===== config.mk =====
export PLATFORM = sky130hd
export DESIGN_NAME = memr_stream_sequencer
export DESIGN_NICKNAME = d
export VERILOG_FILES = /design/src/rtl/memr_seq_pkg.sv /design/src/rtl/memr_seq_addr_gen.sv /design/src/rtl/memr_stream_sequencer.sv
export SDC_FILE = /design/constraint.sdc
export NUM_CORES = 1
export LEC_CHECK = 0
export ABC_CLOCK_PERIOD_IN_PS = 3900
export BUFFER_PORTS_ARGS = -buffer_cell sky130_fd_sc_hd__buf_4
export CORE_AREA = 5 5 437 439
export CTS_CLUSTER_DIAMETER = 60
export DETAILED_ROUTE_END_ITERATION = 8
export DIE_AREA = 0 0 442 444
export SLEW_MARGIN = 10
export SYNTH_ARGS = -nofsm -noshare
export SYNTH_HDL_FRONTEND = slang
export SYNTH_SLANG_ARGS = --single-unit

===== constraint.sdc =====
create_clock -name clk -period 3.9 [get_ports clk]
set_input_delay 0.585 -clock clk [delete_from_list [all_inputs] [get_ports clk]]
set_output_delay 0.585 -clock clk [all_outputs]
set_load 0.1 [all_outputs]

===== src/rtl/memr_seq_pkg.sv =====
// memr_seq_pkg
// Shared definitions for the memR stream sequencer:
//   - default geometry of memR (element width, address width, elements per word)
//   - derived data/address widths DATA_W and AW
//   - sequencer state encoding
//   - saturating increment helper used by the optional stall counter
//     (present only when MEMR_SEQ_PERF_CNT_EN is defined)
package memr_seq_pkg;

    localparam int ELEMENT_WIDTH = 32;
    localparam int ADDRESS_WIDTH = 20;
    localparam int NO_OF_UNITS   = 8;
    localparam int DATA_W        = NO_OF_UNITS * ELEMENT_WIDTH;
    localparam int AW            = ADDRESS_WIDTH;

    typedef enum logic [1:0] {
        IDLE = 2'd0,
        RUN  = 2'd1,
        DONE = 2'd2
    } seq_state_e;

    // Increment that sticks at all-ones instead of wrapping to zero.
    function automatic logic [31:0] sat_inc32(input logic [31:0] value);
        logic [31:0] result;
        if (value == 32'hFFFF_FFFF) begin
            result = value;
        end else begin
            result = value + 32'd1;
        end
        return result;
    endfunction

endpackage


===== src/rtl/memr_seq_addr_gen.sv =====
// memr_seq_addr_gen
// One side (read or write) of the sequencer's address walk: holds the base
// address, counts issued words, and keeps a registered address equal to
// base + count, wrapping modulo 2^address_width.
// Ports:
//   clk    in   clock
//   reset  in   synchronous active-high reset
//   load   in   capture base, clear count (accepted start)
//   base   in   first address of the walk
//   len    in   number of words in the walk (held stable by the caller)
//   step   in   one word issued this cycle; advance count and address
//   addr   out  registered base + count
//   more   out  count < len
//   last   out  count + 1 == len (the word being issued now is the final one)
module memr_seq_addr_gen
    import memr_seq_pkg::*;
#(
    parameter int address_width = AW
) (
    input  logic                     clk,
    input  logic                     reset,
    input  logic                     load,
    input  logic [address_width-1:0] base,
    input  logic [address_width-1:0] len,
    input  logic                     step,
    output logic [address_width-1:0] addr,
    output logic                     more,
    output logic                     last
);

    localparam logic [address_width-1:0] ONE_AW  = {{(address_width-1){1'b0}}, 1'b1};
    localparam logic [address_width-1:0] ZERO_AW = {address_width{1'b0}};

    logic [address_width-1:0] base_r;
    logic [address_width-1:0] cnt_r;
    logic [address_width-1:0] addr_r;
    logic [address_width-1:0] cnt_inc_s;

    assign cnt_inc_s = cnt_r + ONE_AW;

    // Base capture, word counter and wrapping address register.
    always_ff @(posedge clk) begin
        if (reset) begin
            base_r <= ZERO_AW;
            cnt_r  <= ZERO_AW;
            addr_r <= ZERO_AW;
        end else if (load) begin
            base_r <= base;
            cnt_r  <= ZERO_AW;
            addr_r <= base;
        end else if (step) begin
            cnt_r  <= cnt_inc_s;
            // Truncation to address_width gives the silent wrap past all-ones.
            addr_r <= base_r + cnt_inc_s;
        end
    end

    assign addr = addr_r;
    assign more = (cnt_r < len);
    // cnt_r < len whenever step can be high, so cnt_inc_s cannot overflow here.
    assign last = (cnt_inc_s == len);

endmodule


===== src/rtl/memr_stream_sequencer.sv =====
// memr_stream_sequencer
// Runs one pass over memR: streams words rd_base..rd_base+length-1 from the
// asynchronous read port to the datapath (out_valid/out_ready) and writes the
// datapath's returned words to wr_base..wr_base+length-1 through the
// synchronous write port (in_valid/in_ready). Completion is keyed on the
// write side only.
// Optional feature: define MEMR_SEQ_PERF_CNT_EN to add the stall_cycles
// output (RUN cycles lost to out-side or in-side backpressure, saturating).
// Ports:
//   clk, reset                  clock, synchronous active-high reset
//   start                       one-cycle request, honoured only in IDLE
//   rd_base, wr_base, length    pass parameters captured on accepted start
//   busy                        high in RUN and DONE
//   finish                      high for the single DONE cycle
//   mem_read_address, mem_rdata memR read port (data combinational from address)
//   mem_write_enable/_address   memR write port controls
//   mem_wdata                   memR write data (= in_data)
//   out_valid/out_ready/out_data  read stream to the datapath
//   in_valid/in_ready/in_data     result stream from the datapath
//   stall_cycles                only with MEMR_SEQ_PERF_CNT_EN
module memr_stream_sequencer
    import memr_seq_pkg::*;
#(
    parameter int element_width = ELEMENT_WIDTH,
    parameter int address_width = ADDRESS_WIDTH,
    parameter int no_of_units   = NO_OF_UNITS,
    localparam int data_w       = no_of_units * element_width
) (
    input  logic                     clk,
    input  logic                     reset,
    input  logic                     start,
    input  logic [address_width-1:0] rd_base,
    input  logic [address_width-1:0] wr_base,
    input  logic [address_width-1:0] length,
    output logic                     busy,
    output logic                     finish,
    output logic [address_width-1:0] mem_read_address,
    input  logic [data_w-1:0]        mem_rdata,
    output logic                     mem_write_enable,
    output logic [address_width-1:0] mem_write_address,
    output logic [data_w-1:0]        mem_wdata,
    output logic                     out_valid,
    input  logic                     out_ready,
    output logic [data_w-1:0]        out_data,
    input  logic                     in_valid,
    output logic                     in_ready,
    input  logic [data_w-1:0]        in_data
`ifdef MEMR_SEQ_PERF_CNT_EN
    ,
    output logic [31:0]              stall_cycles
`endif
);

    localparam logic [address_width-1:0] ZERO_AW = {address_width{1'b0}};

    seq_state_e               state_r;
    seq_state_e               state_nx_s;
    logic [address_width-1:0] length_r;
    logic                     busy_r;
    logic                     finish_r;
    logic                     out_valid_r;
    logic [data_w-1:0]        out_data_r;

    logic                     start_acc_s;
    logic                     rd_load_s;
    logic                     rd_more_s;
    logic                     rd_last_unused_s;
    logic                     in_ready_s;
    logic                     wr_hs_s;
    logic                     wr_more_s;
    logic                     wr_last_s;
    logic [address_width-1:0] rd_addr_s;
    logic [address_width-1:0] wr_addr_s;

    assign start_acc_s = (state_r == IDLE) & start;
    assign rd_load_s   = (state_r == RUN) & rd_more_s & (~out_valid_r | out_ready);
    // Reset gates the write port combinationally so no beat lands in a reset cycle.
    assign in_ready_s  = (state_r == RUN) & wr_more_s & ~reset;
    assign wr_hs_s     = in_valid & in_ready_s;

    memr_seq_addr_gen #(
        .address_width (address_width)
    ) u_rd_gen (
        .clk   (clk),
        .reset (reset),
        .load  (start_acc_s),
        .base  (rd_base),
        .len   (length_r),
        .step  (rd_load_s),
        .addr  (rd_addr_s),
        .more  (rd_more_s),
        .last  (rd_last_unused_s)
    );

    memr_seq_addr_gen #(
        .address_width (address_width)
    ) u_wr_gen (
        .clk   (clk),
        .reset (reset),
        .load  (start_acc_s),
        .base  (wr_base),
        .len   (length_r),
        .step  (wr_hs_s),
        .addr  (wr_addr_s),
        .more  (wr_more_s),
        .last  (wr_last_s)
    );

    // Next-state logic: a zero-length pass goes straight to DONE.
    always_comb begin
        state_nx_s = state_r;
        case (state_r)
            IDLE: begin
                if (start) begin
                    if (length == ZERO_AW) begin
                        state_nx_s = DONE;
                    end else begin
                        state_nx_s = RUN;
                    end
                end else begin
                    state_nx_s = IDLE;
                end
            end
            RUN: begin
                if (wr_hs_s && wr_last_s) begin
                    state_nx_s = DONE;
                end else begin
                    state_nx_s = RUN;
                end
            end
            DONE: begin
                state_nx_s = IDLE;
            end
            default: begin
                state_nx_s = IDLE;
            end
        endcase
    end

    // State register with busy/finish registered from the next state.
    always_ff @(posedge clk) begin
        if (reset) begin
            state_r  <= IDLE;
            busy_r   <= 1'b0;
            finish_r <= 1'b0;
            length_r <= ZERO_AW;
        end else begin
            state_r  <= state_nx_s;
            busy_r   <= (state_nx_s != IDLE);
            finish_r <= (state_nx_s == DONE);
            if (start_acc_s) begin
                length_r <= length;
            end
        end
    end

    // Read-stream output register; a word left unconsumed at DONE is dropped on return to IDLE.
    always_ff @(posedge clk) begin
        if (reset) begin
            out_valid_r <= 1'b0;
            out_data_r  <= {data_w{1'b0}};
        end else begin
            if (state_r == DONE) begin
                out_valid_r <= 1'b0;
            end else if (rd_load_s) begin
                out_valid_r <= 1'b1;
            end else if (out_valid_r && out_ready) begin
                out_valid_r <= 1'b0;
            end
            if (rd_load_s) begin
                out_data_r <= mem_rdata;
            end
        end
    end

`ifdef MEMR_SEQ_PERF_CNT_EN
    logic [31:0] stall_cycles_r;

    // Stall counter: cleared on accepted start, counts RUN cycles with backpressure on either side.
    always_ff @(posedge clk) begin
        if (reset) begin
            stall_cycles_r <= 32'd0;
        end else if (start_acc_s) begin
            stall_cycles_r <= 32'd0;
        end else if ((state_r == RUN) &&
                     ((out_valid_r && !out_ready) || (in_ready_s && !in_valid))) begin
            stall_cycles_r <= sat_inc32(stall_cycles_r);
        end
    end

    assign stall_cycles = stall_cycles_r;
`else
    // Without the performance option there is no stall counter and no extra port.
`endif

    assign busy              = busy_r;
    assign finish            = finish_r;
    assign mem_read_address  = rd_addr_s;
    assign mem_write_address = wr_addr_s;
    assign mem_write_enable  = wr_hs_s;
    assign mem_wdata         = in_data;
    assign out_valid         = out_valid_r;
    assign out_data          = out_data_r;
    assign in_ready          = in_ready_s;

endmodule


==> results of run 1 <==
-- worst paths after layout --
check                                  startpoint                end  slack (ps)  depth (start not counted)
worst max register to register  u_wr_gen.cnt_r[0]  u_wr_gen.addr[18]         260                         13
worst max-delay path                 length_r[13]   mem_write_enable         140                          9
worst min-delay path                mem_rdata[53]       out_data[53]         150                          3
worst min register to register      out_data[192]      out_data[192]         450                          2
-- cells in the mapped netlist (5+ instances only) --
library cell / n
sky130_fd_sc_hd__a211oi_1: 15
sky130_fd_sc_hd__a21o_1: 19
sky130_fd_sc_hd__a21oi_1: 368
sky130_fd_sc_hd__a311oi_1: 24
sky130_fd_sc_hd__a31oi_1: 8
sky130_fd_sc_hd__and2_1: 5
sky130_fd_sc_hd__and3_1: 16
sky130_fd_sc_hd__and4_1: 6
sky130_fd_sc_hd__buf_1: 11
sky130_fd_sc_hd__buf_4: 258
sky130_fd_sc_hd__clkbuf_1: 131
sky130_fd_sc_hd__dfxtp_1: 401
sky130_fd_sc_hd__ha_1: 79
sky130_fd_sc_hd__inv_1: 35
sky130_fd_sc_hd__nand2_1: 731
sky130_fd_sc_hd__nand3_1: 28
sky130_fd_sc_hd__nand4_1: 13
sky130_fd_sc_hd__nor2_1: 109
sky130_fd_sc_hd__nor2b_1: 6
sky130_fd_sc_hd__nor3_1: 19
sky130_fd_sc_hd__nor4_1: 9
sky130_fd_sc_hd__o211a_1: 8
sky130_fd_sc_hd__o211ai_1: 8
sky130_fd_sc_hd__o21a_1: 8
sky130_fd_sc_hd__o21ai_0: 39
sky130_fd_sc_hd__o21bai_1: 7
sky130_fd_sc_hd__o31ai_1: 8
sky130_fd_sc_hd__or3_1: 8
sky130_fd_sc_hd__xnor2_1: 55
sky130_fd_sc_hd__xor2_1: 50
-- critical path: cells and delay by family (launching register included) --
| family | cells | cell delay [ps] |
|---|---|---|
| AO/OA/AOI/OAI | 4 | 990 |
| adder cells (fa/ha/maj) | 1 | 320 |
| buffers and inverters | 3 | 560 |
| flip-flops | 1 | 420 |
| AND/OR/NAND/NOR | 1 | 230 |
-- cell type report --
| type | count | area, um^2 | share of cell area [%] |
|---|---|---|---|
| inverter | 38 | 146 | 0.522 |
| tap | 2495 | 3120 | 11.1 |
| clock buffer | 77 | 1750 | 6.25 |
| sequential | 401 | 8030 | 28.6 |
| clock inverter | 37 | 432 | 1.54 |
| antenna | 10 | 25.0 | 0.0892 |
| timing repair buffer | 679 | 5260 | 18.7 |
| multi-input combinational | 1710 | 9290 | 33.1 |
-- kinds of logic (layout without fill, tap and decap cells) --
| group | count (synthesis) | in the layout | share of synthesized area, % |
|---|---|---|---|
| AO/OA/AOI/OAI | 538 | 538 | 15.5 |
| XOR/XNOR | 109 | 109 | 5.01 |
| adder cells (fa/ha/maj) | 81 | 81 | 5.16 |
| buffers and inverters | 443 | 831 | 13.3 |
| flip-flops | 401 | 401 | 40.3 |
| multiplexers | 5 | 5 | 0.258 |
| other | 0 | 10 | 0 |
| AND/OR/NAND/NOR | 977 | 977 | 20.4 |
-- sequential cells by signal, indices dropped and copies added (netlist names) --
register	cells
u_rd_gen.addr	20
u_wr_gen.addr	20
u_rd_gen.cnt_r	20
length_r	20
out_data	256
state_r	2
busy	1
finish	1
out_valid	1
u_rd_gen.base_r	20
u_wr_gen.cnt_r	20
u_wr_gen.base_r	20
-- timing repair --
action	CTS	global route
buffers inserted	0	1
setup endpoints to repair	1	4
pin swaps	0	0
hold buffers	0	0
gates resized for setup	3	6
-- stage by stage --
step | instances | setup slack (ps) | power [mW] | hold slack, ps
after floorplan | 2554 | 389 | 8.10 | 436
after global placement | 5322 | 202 | 8.08 | 443
after detailed placement | 5322 | 256 | 8.09 | 447
after CTS | 5436 | 50.6 | 14.1 | 78.2
after global routing | 5440 | -2.02 | 14.4 | 113
final | 5447 | 145 | 13.9 | 152
-- per-layer routing --
layer  global-route usage [%]  share of wire [%]  wire length (um)
met1                     13.1                 42             46500
met2                     16.1                 44             48400
met3                     4.46                9.7             10600
met4                     4.27                3.7              4110
met5                    0.293              0.078                86
-- where the power goes --
part	internal (mW)	total, mW	switching [mW]	leakage [nW]
logic	0.806	3.41	2.61	6.99
registers	4.36	4.57	0.211	3.28
clock network	3.50	5.91	2.41	1.06
total	8.67	13.9	5.23	11.3
==> results.py, run 1 <==
metrics = {
    "yosys": {
        "ys_async_sr_fraction_pct": 0,
        "synth-warning-count": 0,
        "yosys_most_used_dff": "sky130_fd_sc_hd__dfxtp_1",
        "average_footprint_of_a_synthesized_cell_um2": 7.80,
        "netlist_top_cells_area": "sky130_fd_sc_hd__dfxtp_1, sky130_fd_sc_hd__nand2_1, sky130_fd_sc_hd__buf_4, sky130_fd_sc_hd__a21oi_1, sky130_fd_sc_hd__ha_1",
        "synth-seq-area-share_pct": 40.3,
        "netlist_instances": 2554,
        "synth_largest_area_cell": "sky130_fd_sc_hd__dfxtp_1",
        "synth_seq_cells": 401,
        "post_synth_num_cell_types": 66,
        "synthesis.area_um2": 19900,
        "synth_edf_count": 0,
        "post-synth-top-area-fraction_pct": 40.3,
        "syn-num-nets": 3212,
    },
    "sta": {
        "fmax_mhz": 266,
        "relSlewSlack_pct": 30.0,
        "share_of_the_clock_period_used_by_the_worst_path_after_layout_pct": 96.3,
        "report.final.setup_viol": 0,
        "worst_tran_pin_value_ps": 1050,
        "period_needed_ps": 3760,
        "setup_total_negative_slack_ps": 0,
        "final_max_slew_violation_count": 0,
        "fin_skew_ps": 48.0,
        "timing.final.hold_violations": 0,
    },
    "die": {
        "initial_core_utilization_pct": 10.7,
        "core.rowCount": 159,
        "core_area_um2": 187000,
        "ios": 1134,
        "die_h_um": 444,
        "die-width_um": 442,
        "die_area_um2": 196000,
    },
    "routing": {
        "vias_per_cell": 3.49,
        "number_of_remaining_drc_errors": 0,
        "total_number_of_vias": 19036,
        "wirelength_um": 110000,
        "drt-initial-drc-count": 1266,
        "routed_wire_length_per_instance_um": 20.1,
        "antenna_violation_net_count_after_detailed_routing": 0,
        "dr.pass1.iters": 5,
    },
    "clocking": {
        "clock_insertion_delay_worst_skew_ps": 680,
        "cts.htree.levels": 3,
        "cell_at_the_root_of_the_clock_tree": "sky130_fd_sc_hd__clkbuf_16",
        "cts_tree": "yes",
        "cts-root-to-sink-buffers": 3,
        "cts.sink_count": 401,
        "numCtsBuffers": 66,
        "clk_pin_slew_ps": 60,
    },
    "worst_setup_path": {
        "slowest_delay_ps": 420,
        "critPathCaptureType": "output port",
        "critical_path_class": "reg -> out",
        "critical_path.startpoint_type": "register",
        "max_fanout_on_critical_path": 4,
        "crit_arrival_ps": 3170,
        "cp_common_cell": "sky130_fd_sc_hd__a21o_1",
        "crit_path_cell_trace": "inv_1 > ha_1 > a21o_1 > a21o_1 > a221o_1 > a221oi_2 > nand3_2 > clkinvlp_4 > buf_6",
        "critical_path.slowest_cell": "sky130_fd_sc_hd__dfxtp_1",
        "worstPathRequired_ps": 3310,
    },
    "finish": {
        "finish.utilization_pct": 15.0,
        "commonest_non_fill_non_tap_cells_in_the_layout": "sky130_fd_sc_hd__nand2_1, sky130_fd_sc_hd__buf_4, sky130_fd_sc_hd__dfxtp_1",
        "n_fill_cell": 21300,
        "mostFrequentLayoutCell": "sky130_fd_sc_hd__nand2_1",
        "fin_nets": 3554,
        "syn2layout_area_growth_pct": 40.9,
        "post_layout_instance_area_um2": 28100,
        "layout-drive-gt1-share_pct": 27.9,
    },
    "placed_design": {
        "post_dp_cell_area_um2": 25800,
        "dp_hpwl_um": 89800,
        "globalplace.congestion": 0.936,
        "buffer_ports.inserted": 621,
    },
    "global_route": {
        "antenna_found_initial": 31,
        "gr-total-overflow": 0,
        "grt_pass1_vias": 18637,
        "grt_usage_pct": 10.6,
        "grt_max_degree": 137,
        "grt_pass1_wl_um": 149000,
    },
    "flow_run": {
        "cap_viol_max_count": 0,
    },
    "pwr": {
        "irDropWorstVdd_uv": 319,
        "power.density_nw_per_um2": 495,
        "leakage_nw": 11.3,
    },
    "hold_path": {
        "holdCritPathClass": "in -> reg",
    },
    "status": {
        "status": "finished clean",
    },
}
(Power assumes the default switching activity.)
==> run 2, diff against run 1 <==
--- a/config.mk
+++ b/config.mk
@@ -5,12 +5,14 @@
 export SDC_FILE = /design/constraint.sdc
 export NUM_CORES = 1
 export LEC_CHECK = 0
+export ABC_AREA = 1
 export ABC_CLOCK_PERIOD_IN_PS = 3900
 export BUFFER_PORTS_ARGS = -buffer_cell sky130_fd_sc_hd__buf_4
-export CORE_AREA = 5 5 437 439
+export CORE_AREA = 5 5 440 442
 export CTS_CLUSTER_DIAMETER = 60
 export DETAILED_ROUTE_END_ITERATION = 8
-export DIE_AREA = 0 0 442 444
+export DIE_AREA = 0 0 445 447
+export GPL_ROUTABILITY_DRIVEN = 0
 export SLEW_MARGIN = 10
 export SYNTH_ARGS = -nofsm -noshare
 export SYNTH_HDL_FRONTEND = slang
==> run 2 against run 1 <==
Fmax increased by 4.7%. Via count up 6.3%. Wire length up 9.0%. Critical path depth up 3. Non-clock buffer count down 28. Sequential share of layout area rose by 0.17 points. Worst setup slack better by 170 ps.
==> results.py, run 2 <==
metrics = {
    "yosys": {
        "post_synth_num_cell_types": 44,
        "synth_edf_count": 0,
        "synthesis.area_um2": 20100,
        "syn-num-nets": 3461,
        "netlist_instances": 2803,
        "synth_largest_area_cell": "sky130_fd_sc_hd__dfxtp_1",
        "post-synth-top-area-fraction_pct": 39.9,
        "synth_seq_cells": 401,
        "synth-seq-area-share_pct": 39.9,
        "netlist_top_cells_area": "sky130_fd_sc_hd__dfxtp_1, sky130_fd_sc_hd__nor2_1, sky130_fd_sc_hd__o21ai_0, sky130_fd_sc_hd__buf_4, sky130_fd_sc_hd__nand2_1",
        "synth.most_common_cell": "sky130_fd_sc_hd__nor2_1",
        "ys_async_sr_fraction_pct": 0,
        "synth-warning-count": 0,
        "average_footprint_of_a_synthesized_cell_um2": 7.18,
        "synth_commonest_cells": "sky130_fd_sc_hd__nor2_1, sky130_fd_sc_hd__dfxtp_1, sky130_fd_sc_hd__o21ai_0",
        "yosys_most_used_dff": "sky130_fd_sc_hd__dfxtp_1",
    },
    "routing": {
        "routed_wire_length_per_instance_um": 21.0,
        "number_of_remaining_drc_errors": 0,
        "antenna_violation_net_count_after_detailed_routing": 0,
        "vias_per_cell": 3.55,
        "dr.pass1.iters": 5,
        "wirelength_um": 120000,
        "drt-initial-drc-count": 1635,
        "total_number_of_vias": 20238,
    },
    "finish": {
        "largest_register_ffs": 256,
        "finish.utilization_pct": 14.7,
        "fin_nets": 3787,
        "mostFrequentLayoutCell": "sky130_fd_sc_hd__nor2_1",
        "commonest_non_fill_non_tap_cells_in_the_layout": "sky130_fd_sc_hd__nor2_1, sky130_fd_sc_hd__buf_4, sky130_fd_sc_hd__dfxtp_1",
        "n_fill_cell": 21599,
        "layout-drive-gt1-share_pct": 25.0,
        "syn2layout_area_growth_pct": 38.6,
    },
    "pwr": {
        "power.density_nw_per_um2": 617,
        "irDropWorstVdd_uv": 323,
        "leakage_nw": 11.9,
        "total_power_mw": 17.2,
    },
    "sta": {
        "fin_worst_hold_slack_ps": 155,
        "setup_total_negative_slack_ps": 0,
        "relSlewSlack_pct": 27.4,
        "fmax_mhz": 279,
        "fin_skew_ps": 27.3,
        "share_of_the_clock_period_used_by_the_worst_path_after_layout_pct": 91.9,
        "timing.final.hold_violations": 0,
        "grt_setup_unrepaired": "no",
        "report.final.setup_viol": 0,
        "final_max_slew_violation_count": 0,
        "worst_tran_pin_value_ps": 1080,
        "period_needed_ps": 3590,
    },
    "clocking": {
        "cts.sink_count": 401,
        "cell_at_the_root_of_the_clock_tree": "sky130_fd_sc_hd__clkbuf_16",
        "cts_setup_buffers": 0,
        "clk_pin_slew_ps": 60,
        "cts-root-to-sink-buffers": 3,
        "clock_insertion_delay_worst_skew_ps": 690,
        "cts_resized": 0,
        "numCtsBuffers": 60,
        "cts.htree.levels": 2,
        "ctsHoldBuffers": 0,
        "cts_tree": "yes",
    },
    "die": {
        "core_area_um2": 189000,
        "die-width_um": 445,
        "core.rowCount": 160,
        "initial_core_utilization_pct": 10.6,
        "ios": 1134,
        "die_h_um": 447,
        "die_area_um2": 199000,
    },
    "worst_setup_path": {
        "critPathCaptureType": "output port",
        "critical_path_class": "reg -> out",
        "critical_path.startpoint_type": "register",
        "max_fanout_on_critical_path": 14,
        "worstPathRequired_ps": 3310,
        "crit_arrival_ps": 3000,
        "r2r_slack_ps": 590,
    },
    "global_route": {
        "grt_usage_pct": 11.3,
        "grt_pass1_vias": 19410,
        "grt_max_degree": 115,
        "grt_pass1_wl_um": 157000,
        "gr-total-overflow": 0,
        "antenna_found_initial": 60,
    },
    "status": {
        "status": "finished clean",
    },
    "placed_design": {
        "buffer_ports.inserted": 621,
        "dp_hpwl_um": 99300,
    },
    "hold_path": {
        "holdCritPathClass": "in -> reg",
    },
    "flow_run": {
        "cap_viol_max_count": 0,
    },
}
## run 2: cell types whose count changed after synthesis, sizes merged, moves of 12 or more
cell,change
nand3,+60
a311oi,-24
a21o,-12
o21ai,+362
nor2,+583
and3,-14
nand2,-360
a21oi,-219
xor2,-33
inv,+78
buf,+21
clkbuf,-39
nor3,-12
xnor2,-45
## run 2: layout make-up
| cell class | count | area [um^2] | share of cell area (%) |
|---|---|---|---|
| inverters | 115 | 447 | 1.60 |
| clock buffers | 71 | 1600 | 5.75 |
| diodes | 7 | 17.5 | 0.0628 |
| flip-flops and latches | 401 | 8030 | 28.8 |
| multi-input cells | 1900 | 9200 | 33.0 |
| repair buffers | 651 | 4960 | 17.8 |
| clock inverters | 42 | 495 | 1.78 |
| well taps | 2511 | 3140 | 11.3 |
## run 2: final timing paths
| path | start | end | depth (start not counted) |
|---|---|---|---|
| hold / removal | mem_rdata[155] | out_data[155] | 3 |
| setup reg to reg | u_rd_gen.cnt_r[2] | u_rd_gen.addr[19] | 18 |
| setup / recovery | length_r[8] | mem_write_enable | 12 |
| hold reg to reg | u_wr_gen.base_r[18] | u_wr_gen.base_r[18] | 2 |
## run 2: per-stage QoR
step | worst slack [ps] | instance area (um^2) | instances
after detailed placement | 546 | 25800 | 5578
after CTS | 250 | 27900 | 5691
after global placement | 616 | 25800 | 5578
after floorplan | 1010 | 20100 | 2803
after global routing | 156 | 27900 | 5694
final | 314 | 27900 | 5698
## run 2: worst max-delay path: stages (launching register included)
cell and delay [ps]:
sky130_fd_sc_hd__dfxtp_1 310, sky130_fd_sc_hd__inv_1 100, sky130_fd_sc_hd__buf_4 190, sky130_fd_sc_hd__ha_1 290
sky130_fd_sc_hd__nand2_1 60, sky130_fd_sc_hd__nor2_1 40, sky130_fd_sc_hd__nand2_1 80, sky130_fd_sc_hd__nor2_1 50
sky130_fd_sc_hd__nand2_1 60, sky130_fd_sc_hd__nand4_1 280, sky130_fd_sc_hd__nor3_4 210, sky130_fd_sc_hd__buf_4 280
sky130_fd_sc_hd__buf_4 340
## run 2: logic make-up after synthesis
logic type               count (synthesis)  synth area share [%]
AO/OA/AOI/OAI                          588                  15.0
AND/OR/NAND/NOR                       1200                  24.0
buffers and inverters                  502                  14.5
XOR/XNOR                                31                  1.49
flip-flops                             401                  39.9
adder cells (fa/ha/maj)                 81                  5.11
## run 2: where the power goes
group,total (mW),switching [mW],leakage [nW],internal [mW]
Clock,5.73,2.38,1.02,3.35
Sequential,4.94,0.316,3.30,4.62
Combinational,6.53,5.19,7.60,1.33
Total,17.2,7.90,11.9,9.30
## run 2: per-layer routing
metal  vias up  GRT usage (%)  routed length [um]
li1       9574              -                   -
met1      9373           11.3               40800
met2       956           17.5               52000
met3       319           9.20               21500
met4        16           4.32                5140
met5         -          0.684                 261
